**config.mk**
```make
export PLATFORM = sky130hd
export DESIGN_NAME = cb_shift_engine
export DESIGN_NICKNAME = d
export VERILOG_FILES = /design/src/rtl/cb_shift_engine.sv
export SDC_FILE = /design/constraint.sdc
export NUM_CORES = 1
export LEC_CHECK = 0
export CAP_MARGIN = 15
export CORE_ASPECT_RATIO = 0.7
export CORE_MARGIN = 10
export CORE_UTILIZATION = 53
export CTS_BUF_LIST = sky130_fd_sc_hd__clkbuf_4 sky130_fd_sc_hd__clkbuf_8
export DETAILED_ROUTE_END_ITERATION = 8
export PLACE_DENSITY_LB_ADDON = 0.2
export SETUP_SLACK_MARGIN = 0.02
export SLEW_MARGIN = 10
export SYNTH_ARGS = -nofsm -noshare
export SYNTH_HDL_FRONTEND = slang
export SYNTH_SLANG_ARGS = --single-unit
```
**constraint.sdc**
```tcl
create_clock -name clk -period 2.28 [get_ports clk]
set_input_delay 0.228 -clock clk [delete_from_list [all_inputs] [get_ports clk]]
set_output_delay 0.228 -clock clk [all_outputs]
set_load 0.01 [all_outputs]
```
**src/rtl/cb_shift_engine.sv**
```systemverilog
// Multi-cycle CB-group rotate/shift engine: one bit step per clock, Z80-format flags on the result.
// Optional feature macro: CB_SHIFT_SLL_EN (op 110 inserts 1 when defined, behaves as SLA otherwise).
module cb_shift_engine #(
    parameter int unsigned DATA_W = 8,
    parameter int unsigned CNT_W  = 4
) (
    input  logic              clk,
    input  logic              reset_n,
    input  logic              start,
    input  logic [2:0]        op,
    input  logic [CNT_W-1:0]  count,
    input  logic [DATA_W-1:0] din,
    input  logic              cin,
    output logic              busy,
    output logic              done,
    output logic [DATA_W-1:0] dout,
    output logic [7:0]        flags
);

`ifdef CB_SHIFT_SLL_EN
    localparam logic SllFill = 1'b1;
`else
    localparam logic SllFill = 1'b0;
`endif

    typedef enum logic [1:0] {StIdle, StShift, StDone} state_e;

    state_e            r_state;
    state_e            w_state_next;
    logic [2:0]        r_op;
    logic [DATA_W-1:0] r_data;
    logic              r_carry;
    logic [CNT_W-1:0]  r_cnt;
    logic [DATA_W-1:0] r_dout;
    logic [7:0]        r_flags;

    logic              w_accept;
    logic              w_last_step;
    logic              w_msb;
    logic              w_lsb;
    logic [DATA_W-1:0] w_step_data;
    logic              w_step_carry;

    function automatic logic [7:0] calc_flags(input logic [DATA_W-1:0] v, input logic c);
        return {v[DATA_W-1], (v == '0), v[5], 1'b0, v[3], ~^v, 1'b0, c};
    endfunction

    // DONE is a one-cycle state that can also accept a new request back-to-back
    assign w_accept    = start && (r_state != StShift);
    assign w_last_step = (r_state == StShift) && (r_cnt == CNT_W'(1));
    assign w_msb       = r_data[DATA_W-1];
    assign w_lsb       = r_data[0];

    always_comb begin
        w_step_data  = r_data;
        w_step_carry = r_carry;
        unique case (r_op)
            3'b000: begin w_step_data = {r_data[DATA_W-2:0], w_msb};   w_step_carry = w_msb; end
            3'b001: begin w_step_data = {w_lsb, r_data[DATA_W-1:1]};   w_step_carry = w_lsb; end
            3'b010: begin w_step_data = {r_data[DATA_W-2:0], r_carry}; w_step_carry = w_msb; end
            3'b011: begin w_step_data = {r_carry, r_data[DATA_W-1:1]}; w_step_carry = w_lsb; end
            3'b100: begin w_step_data = {r_data[DATA_W-2:0], 1'b0};    w_step_carry = w_msb; end
            3'b101: begin w_step_data = {w_msb, r_data[DATA_W-1:1]};   w_step_carry = w_lsb; end
            3'b110: begin w_step_data = {r_data[DATA_W-2:0], SllFill}; w_step_carry = w_msb; end
            3'b111: begin w_step_data = {1'b0, r_data[DATA_W-1:1]};    w_step_carry = w_lsb; end
            default: ;
        endcase
    end

    always_comb begin
        w_state_next = r_state;
        unique case (r_state)
            StIdle:  if (start) w_state_next = (count == '0) ? StDone : StShift;
            StShift: if (w_last_step) w_state_next = StDone;
            StDone:  w_state_next = start ? ((count == '0) ? StDone : StShift) : StIdle;
            default: w_state_next = StIdle;
        endcase
    end

    always_ff @(posedge clk or negedge reset_n) begin
        if (!reset_n) begin
            r_state <= StIdle;
        end else begin
            r_state <= w_state_next;
        end
    end

    always_ff @(posedge clk or negedge reset_n) begin
        if (!reset_n) begin
            r_op    <= 3'b000;
            r_data  <= '0;
            r_carry <= 1'b0;
            r_cnt   <= '0;
            r_dout  <= '0;
            r_flags <= 8'h00;
        end else if (w_accept) begin
            r_op    <= op;
            r_data  <= din;
            r_carry <= cin;
            r_cnt   <= count;
            if (count == '0) begin
                r_dout  <= din;
                r_flags <= calc_flags(din, cin);
            end
        end else if (r_state == StShift) begin
            r_data  <= w_step_data;
            r_carry <= w_step_carry;
            r_cnt   <= r_cnt - CNT_W'(1);
            if (w_last_step) begin
                r_dout  <= w_step_data;
                r_flags <= calc_flags(w_step_data, w_step_carry);
            end
        end
    end

    assign busy  = (r_state == StShift);
    assign done  = (r_state == StDone);
    assign dout  = r_dout;
    assign flags = r_flags;

endmodule

```
## Word level (Yosys, flattened, before mapping)

Cells that the tools add are included.

| operators by class | value |
|---|---|
| add/sub/neg operators | 1 |
| eq/ne operators | 14 |
| muxes and demuxes | 21 |
| reductions and logical operators | 16 |

Operators by type and width:

| cell | number |
|---|---|
| 8-bit two-way mux | 10 |
| 8-bit case mux with 7 select lines | 1 |
| 8-bit zero test | 2 |
| 8-bit XNOR reduction | 2 |
| 3-bit equality test (second input constant) | 4 |
| 2-bit two-way mux | 4 |
| 4-bit two-way mux | 2 |
| 4-bit OR reduction | 2 |
| 3-bit by 2-bit equality test with 1-bit output (second input constant) | 2 |
| 2-bit by 1-bit inequality test with 1-bit output (second input constant) | 3 |
| 2-bit case mux with 3 select lines | 1 |
| 4-bit by 1-bit equality test with 1-bit output (second input constant) | 1 |
| 4-bit zero test | 1 |
| 2-bit nonzero test | 2 |
| 4-bit by 1-bit subtractor with 4-bit output (second input constant) | 1 |
| 3-bit by 1-bit equality test with 1-bit output (second input constant) | 1 |
| 3-bit zero test | 1 |
| 3-bit AND reduction | 1 |
| 2-bit by 1-bit equality test with 1-bit output (second input constant) | 1 |
| 2-bit equality test (second input constant) | 1 |
| 1-bit logical AND | 2 |
| 2-bit zero test | 1 |
| 1-bit two-way mux | 2 |
| 2-bit inequality test (second input constant) | 1 |
| other kinds (3) | 3 |

| word-level totals | value |
|---|---|
| register bits | 34 |
| output and inout bits | 18 |
| logic and storage cells | 59 |

## Depth between registers and ports, before layout

Gate-level depths: netlist (run 1).

| logic depth | value |
|---|---|
| depth after elaboration | 7 |
| depth in mapped cells | 9 |

## Worst setup path after synthesis (run 1)

Ideal clock, no wire load.

| timing path | value |
|---|---|
| path type | register to register |
| start point | reg r_op[0] |
| end point | reg r_flags[2] (netlist: flags[2]) |
| library setup time | 0.125 ns |
| arrival time | 1.846 ns |
| path slack | 0.309 ns |
| cell stages (with the launch flop) | 9 |
| path buffers | 1 |
| clock period less this slack | 1.971 ns |
| cells stage by stage | dfrtp_1 buf_2 o31ai_1 inv_1 ha_1 xnor2_1 xnor2_1 mux2i_1 mux2_4 |

| on the way | value |
|---|---|
| longest elaborated chain between the ends | 7 |

Ends and longest elaborated chain:

| item | line | source |
|---|---|---|
| from (decl) | 30 | `logic [2:0] r_op;` |
| from (signal assigned) | 97 | `r_op <= op;` |
| 3-bit equality test | 57 | `unique case (r_op)` |
| 2-bit OR reduction (no source line) | - |  |
| 8-bit case mux with 7 select lines * | 57 |  |
| 8-bit XNOR reduction * | 45 | `return {v[DATA_W-1], (v == '0), v[5], 1'b0, v[3], ~^v, 1'b0, c};` |
| 8-bit two-way mux * | 109 | `if (w_last_step) begin` |
| 8-bit two-way mux * | 105 | `end else if (r_state == StShift) begin` |
| 8-bit two-way mux * | 96 | `end else if (w_accept) begin` |
| to (signal assigned) | 103 | `r_flags <= calc_flags(din, cin);` |
| to (signal assigned) | 111 | `r_flags <= calc_flags(w_step_data, w_step_carry);` |
| to (decl) | 35 | `logic [7:0] r_flags;` |

Mark *: on every way between the ends. The rest lies on a longest branch, timed or not. The select of a mux whose other input is x is not followed.
A chain may end at the register's enable or synchronous reset.

## Worst setup path after layout (run 1)

Ends and elaborated chain as after synthesis.

==> results_dict.tcl, run 1 <==
set metrics [dict create \
    run_status "completed" \
    cts.sink_count 29 \
    timing.setup.critical_path_class "register to register" \
    commonest_non_fill_non_tap_cell_in_the_layout "clkdlybuf4s50_1" \
    antenna_found_initial 0 \
    synth_top_cells_by_area "dfrtp_1 39%, mux2_2 8.5%, mux2_4 7.3%" \
    finalMaxSlewViolations 0 \
    worst_r2r_startpoint "r_op[0]" \
    cap_viol_max_count 0 \
    worst_clock_skew_ns 0.00362 \
    timing.critical_path.to_type "register" \
    rrSetupSlack_ns 0.21 \
    grt_overflow_total 0 \
    cts_inserted_buffers 5 \
    setup-violations-final 0 \
    depth_of_the_cts_h_tree 2 \
    cp.required_ns 2.44 \
    syn-instance-count 178 \
    dp_hpwl_um 3170 \
    design_area_mm2 0.00232 \
    fin_worst_hold_slack_ns 0.346 \
    clkTransAtPathRegs_ns 0.06 \
    antenna_cells_inserted 0 \
    layout.nets 242 \
    hp-class "input pin to asynchronous set/reset pin" \
    area_delta_synth_final_pct 25.6 \
    start_util_pct 56.8 \
    clock_tree_from_tritoncts "yes" \
    grt_first_pass_wirelength_um 7530 \
    worst_r2r_path_depth 7 \
    timing.final.hold_violations 0 \
    overall_power_after_layout_w 0.00323 \
    floorplan.core_area_mm2 0.00325 \
    yosysTopAreaCell "dfrtp_1" \
    maximum_number_of_pins_on_one_net_before_global_route_repair 30 \
    rsz_0062_raised_after_global_routing "false" \
    postSynthAreaPerCell_um2 10.4 \
    placedCellCount 253 \
    via_count_of_the_routed_design 1389 \
    area_taken_by_multi_input_logic_gates_um2 971 \
    cts-root-to-sink-buffers 2 \
    vdd_ir_drop_max_mv 0.771 \
    most-common-layout-cells "34 x clkdlybuf4s50_1, 28 x dfrtp_1, 19 x inv_1" \
    power.density_cell_area_mw_per_mm2 1390 \
    drt-wirelength-per-cell_um 16.1 \
    finalCriticalPeriod_ns 2.07 \
    detailedRoute.firstPassIterationCount 4 \
    fillerInstances 243 \
    cellLeakagePower_nw 1.07 \
    worst_skew_pair.late_latency_ns 0.27 \
    finalWeightedCongestion 0.889 \
    crit_arrival_ns 2.23 \
    critical-path-slowest-cell "dfrtp_2" \
    start_kind "register" \
    aggregate_negative_setup_slack_ns 0 \
    floorplan.die_area_mm2 0.00629 \
    postCtsSetupRepairBufs 0 \
    detail_route.wirelength_um 4210 \
    mappedNetlistArea_mm2 0.00185 \
    grt_usage_pct 14.6 \
    final_antenna_net_count 0 \
    placement.io_buffers 34 \
    netlist-cell-type-count 36 \
    detailedRoute.firstIterationViolations 65 \
    yosysSeqAreaShare_pct 39.2 \
    layout.cells.non_filler 261 \
    synth-seq-cells 29 \
    achievable-frequency_ghz 0.483 \
    regToRegEndpoint "flags[2]" \
    root_buffer "clkbuf_8" \
    post_route_cells_drive_above_1_share_pct 20.1 \
    worstPathMaxFanout 13 \
    die-width_um 90.6 \
    grt_pass1_vias 1475 \
    post_synth_top_area_share_pct 39.2 \
    yosys_warnings 0 \
    finalCritPeriodShare_pct 90.8 \
    placed_area_mm2 0.00222 \
    die_height_um 69.4 \
    drc_errors 0 \
    critical_path.cell_chain "mux2_2 -> inv_1 -> ha_1 -> xor2_1 -> xnor2_1 -> mux2i_1 -> mux2_4" \
    vias_per_cell 5.32 \
    crit_path_max_incr_delay_ns 0.53 \
    io_pins 37 \
    floorplan.rows 17 \
    regArea_um2 727 \
]
[what timing repair did]
item | in CTS | in global routing
hold buffers | 0 | 0
gates resized for setup | 0 | 2
setup endpoints to repair | 0 | 1
[sequential cells by signal (all words and copies together) (netlist names)]
register / count
r_carry: 1
dout: 7
r_data: 8
r_state: 2
r_cnt: 4
flags: 4
r_op: 3
[Yosys cell counts]
library cell	n
nand4_1	2
a211o_1	1
nand2b_1	2
xor2_1	3
buf_4	5
nand3_1	1
clkbuf_1	2
o21ai_0	11
buf_2	5
o32ai_1	1
a211oi_1	1
a21boi_0	1
o211a_1	1
o211ai_1	1
nor2b_1	1
nor2_1	3
clkinv_4	1
nand2_1	12
xnor2_1	4
inv_1	19
nor3b_1	1
nor2_2	1
mux2i_1	13
nand4b_1	1
dfrtp_1	29
ha_1	10
a21oi_1	16
a22o_1	1
o31ai_1	1
buf_6	1
nor4_2	1
nand2b_4	1
mux2_2	14
mux2_4	9
or3_1	1
conb_1	1
[worst max-delay path: cells and delay by family, from the launching register on]
family	cells	cell delay [ns]
fa+ha+maj	1	0.23
xor+xnor	2	0.35
buf+inv	1	0.08
mux	3	0.77
flops	1	0.53
[final cells by class]
| type | count | share of cell area, % |
|---|---|---|
| clock buffer | 7 | 4.15 |
| multi-input combinational | 117 | 41.8 |
| sequential | 29 | 31.3 |
| clock inverter | 1 | 0.215 |
| inverter | 20 | 3.45 |
| timing repair buffer | 40 | 16.6 |
| tap | 47 | 2.53 |
[layer usage]
metal | up-vias | global-route usage [%] | wire length (um)
met4 | 0 | 3.14 | 18
li1 | 675 | - | -
met2 | 47 | 20.9 | 1910
met5 | - | 0 | 0
met3 | 2 | 5.06 | 276
met1 | 665 | 20.3 | 2000
[metrics by stage]
stage          utilization, %  setup WS [ns]
5_1_grt                  71.4         0.0954
3_5_place_dp             68.1          0.127
3_3_place_gp             68.1          0.180
2_1_floorplan               -          0.309
4_1_cts                  71.2         0.0883
6_report                 71.4          0.210
[report_power, final]
group | total [W] | internal (W) | switching (W)
registers | 0.000991 | 0.000757 | 0.000235
clock network | 0.000460 | 0.000272 | 0.000188
logic | 0.00178 | 0.000962 | 0.000819
total | 0.00323 | 0.00199 | 0.00124
[how the worst max path moves through the flow]
stage | end | startpoint | cells past startpoint | slack, ns
floorplan | flags[2] | r_op[0] | 8 | 0.31
global placement | dout[4] | count[0] | 5 | 0.18
detailed placement | flags[2] | r_op[0] | 7 | 0.13
CTS | flags[2] | r_op[0] | 7 | 0.09
global route | flags[2] | r_op[0] | 8 | 0.1
finish | flags[2] | r_op[0] | 7 | 0.21
[cell families after synthesis]
kind of cell	after synthesis	synth area share, %
XOR/XNOR	7	3.32
flip-flops	29	39.2
AND/OR/NAND/NOR	27	7.98
adder cells (fa/ha/maj)	10	6.77
multiplexers	36	22.9
buffers and inverters	33	8.73
other	1	0.203
AO/OA/AOI/OAI	35	10.9
No activity file was read; power rests on OpenSTA's default activity.
==> run 2: changes to the inputs <==
SETUP_SLACK_MARGIN = 0.15   (was 0.02)
SLEW_MARGIN = 20   (was 10)
==> run 2 against run 1 <==
  * Routed wire length increased by 2.6%
  * Clock power increased by 2%
  * Final cell count increased by 1.5%
  * Design area increased by 1.9%
  * Global-route usage about the same
  * Critical endpoint unchanged
  * Non-clock buffer count increased by 4
  * Die area unchanged
  * Sequential power decreased by 2.9%
  * Via count increased by 1.2%
  * Worst hold slack got worse by 0.0093 ns
==> results_dict.tcl, run 2 (synthesis gave the netlist of run 1 again) <==
set metrics [dict create \
    run_status "completed" \
    floorplan.core_area_mm2 0.00325 \
    floorplan.die_area_mm2 0.00629 \
    start_util_pct 56.8 \
    finalCritPeriodShare_pct 90.6 \
    largest_reg_flops 8 \
    worst_r2r_startpoint "r_op[0]" \
    regArea_um2 728 \
    cts-root-to-sink-buffers 2 \
    depth_of_the_cts_h_tree 2 \
    grt_overflow_total 0 \
    die_height_um 69.4 \
    detailedRoute.firstPassIterationCount 4 \
    grt_first_pass_wirelength_um 7520 \
    final_core_util_pct 72.8 \
    power.density_cell_area_mw_per_mm2 1420 \
    cellLeakagePower_nw 1.09 \
    grt_pass1_vias 1475 \
    worst_skew_pair.late_latency_ns 0.28 \
    finalMaxSlewViolations 0 \
    dp_hpwl_um 3170 \
    critical-path-slowest-cell "mux2_2" \
    clkTransAtPathRegs_ns 0.06 \
    largest_register "r_data" \
    layout.nets 246 \
    most-common-layout-cells "34 x clkdlybuf4s50_1, 27 x dfrtp_1, 19 x inv_1" \
    timing.final.hold_violations 0 \
    cp.required_ns 2.45 \
    hp-class "input pin to asynchronous set/reset pin" \
    cts.sink_count 29 \
    timing.setup.critical_path_class "register to register" \
    area_taken_by_multi_input_logic_gates_um2 987 \
    floorplan.rows 17 \
    cap_viol_max_count 0 \
    grt_use_met1_pct 20.3 \
    grt_busiest_layer "met2" \
    finalCriticalPeriod_ns 2.07 \
    post_route_cells_drive_above_1_share_pct 22.5 \
    area_delta_synth_final_pct 28.1 \
    worst_clock_skew_ns 0.00439 \
    drc_errors 0 \
    crit_path_start "r_op[0]" \
    vdd_ir_drop_max_mv 0.812 \
    critical_path.cell_chain "buf_4 -> mux2_2 -> inv_1 -> ha_1 -> xor2_2 -> xnor2_1 -> mux2i_1 -> mux2_4" \
    setup-violations-final 0 \
    placement.io_buffers 34 \
    crit_path_max_incr_delay_ns 0.37 \
    final_antenna_net_count 0 \
    io_pins 37 \
    aggregate_negative_setup_slack_ns 0 \
    rsz_0062_raised_after_global_routing "false" \
    timing.critical_path.to_type "register" \
    cts_inserted_buffers 5 \
    detailedRoute.firstIterationViolations 62 \
    crit_arrival_ns 2.23 \
    clock_tree_from_tritoncts "yes" \
    worstPathMaxFanout 6 \
    fillerInstances 232 \
    finalWeightedCongestion 0.889 \
    cp.buffers_inverters 2 \
    antenna_found_initial 0 \
    drt-wirelength-per-cell_um 16.3 \
    via_count_of_the_routed_design 1405 \
    globalRouteMet3Util_pct 5.06 \
    root_buffer "clkbuf_8" \
    maximum_number_of_pins_on_one_net_before_global_route_repair 30 \
    antenna_cells_inserted 0 \
    commonest_non_fill_non_tap_cell_in_the_layout "clkdlybuf4s50_1" \
    vias_per_cell 5.30 \
    start_kind "register" \
    detail_route.wirelength_um 4320 \
    achievable-frequency_ghz 0.484 \
    grt_usage_pct 14.6 \
    cts.hold.buffers_added 0 \
    dominant_delay_contributor_by_cell_family_on_the_critical_path "multiplexers" \
    die-width_um 90.6 \
    met2_track_usage_gr_pct 20.9 \
]
## run 2: cell count changes in the layout (fill, tap and decap cells not counted)
cell     before  now
buf_2         0    1
buf_4         6    9
dfrtp_1      28   27
dfrtp_2       1    2
o31ai_2       1    0
o31ai_4       0    1
xor2_1        3    2
xor2_2        0    1
## run 2: final timing paths
check	endpoint	slack [ns]	cells past startpoint
max	flags[2]	0.21	8
min	r_cnt[2]	0.34	2
max reg2reg	flags[2]	0.21	8
min reg2reg	r_state[1]	0.49	1
max in group asynchronous	r_op[0]	1.64	2
min in group clk	r_state[1]	0.49	1
## run 2: metal layers
| metal | routed length, um | vias to the layer above |
|---|---|---|
| met5 | 0 | - |
| met4 | 30 | 0 |
| met3 | 238 | 4 |
| met2 | 1920 | 39 |
| met1 | 2130 | 681 |
| li1 | - | 681 |
## run 2: area by class of cell
class / instances / area share, %
Inverter: 20 / 3.38
Clock buffer: 7 / 4.07
Sequential cell: 29 / 30.7
Clock inverter: 1 / 0.211
Tap cell: 47 / 2.48
Multi-Input combinational cell: 117 / 41.7
Timing Repair Buffer: 44 / 17.4
## run 2: timing repair
action	4_1_cts	5_1_grt
setup endpoints to repair	1	1
gates cloned	0	0
gates resized for setup	1	4
setup buffers	0	4
pin swaps	0	1
## run 2: per-stage QoR
step           setup slack [ns]  std cells  power (W)  instance area, um2  hold slack (ns)
6_report                  0.215        265    0.00337                2370            0.336
5_1_grt                   0.115        265    0.00367                2370            0.369
4_1_cts                   0.185        261    0.00325                2320            0.362
3_5_place_dp              0.127        253    0.00276                2220            0.476
3_3_place_gp              0.180        253    0.00270                2220            0.463
2_1_floorplan             0.309        179    0.00223                1850          -0.0676
## run 2: power by group
part | switching [W] | internal, W
Sequential | 0.000204 | 0.000759
Combinational | 0.000905 | 0.00103
Clock | 0.000195 | 0.000272
Total | 0.00130 | 0.00206
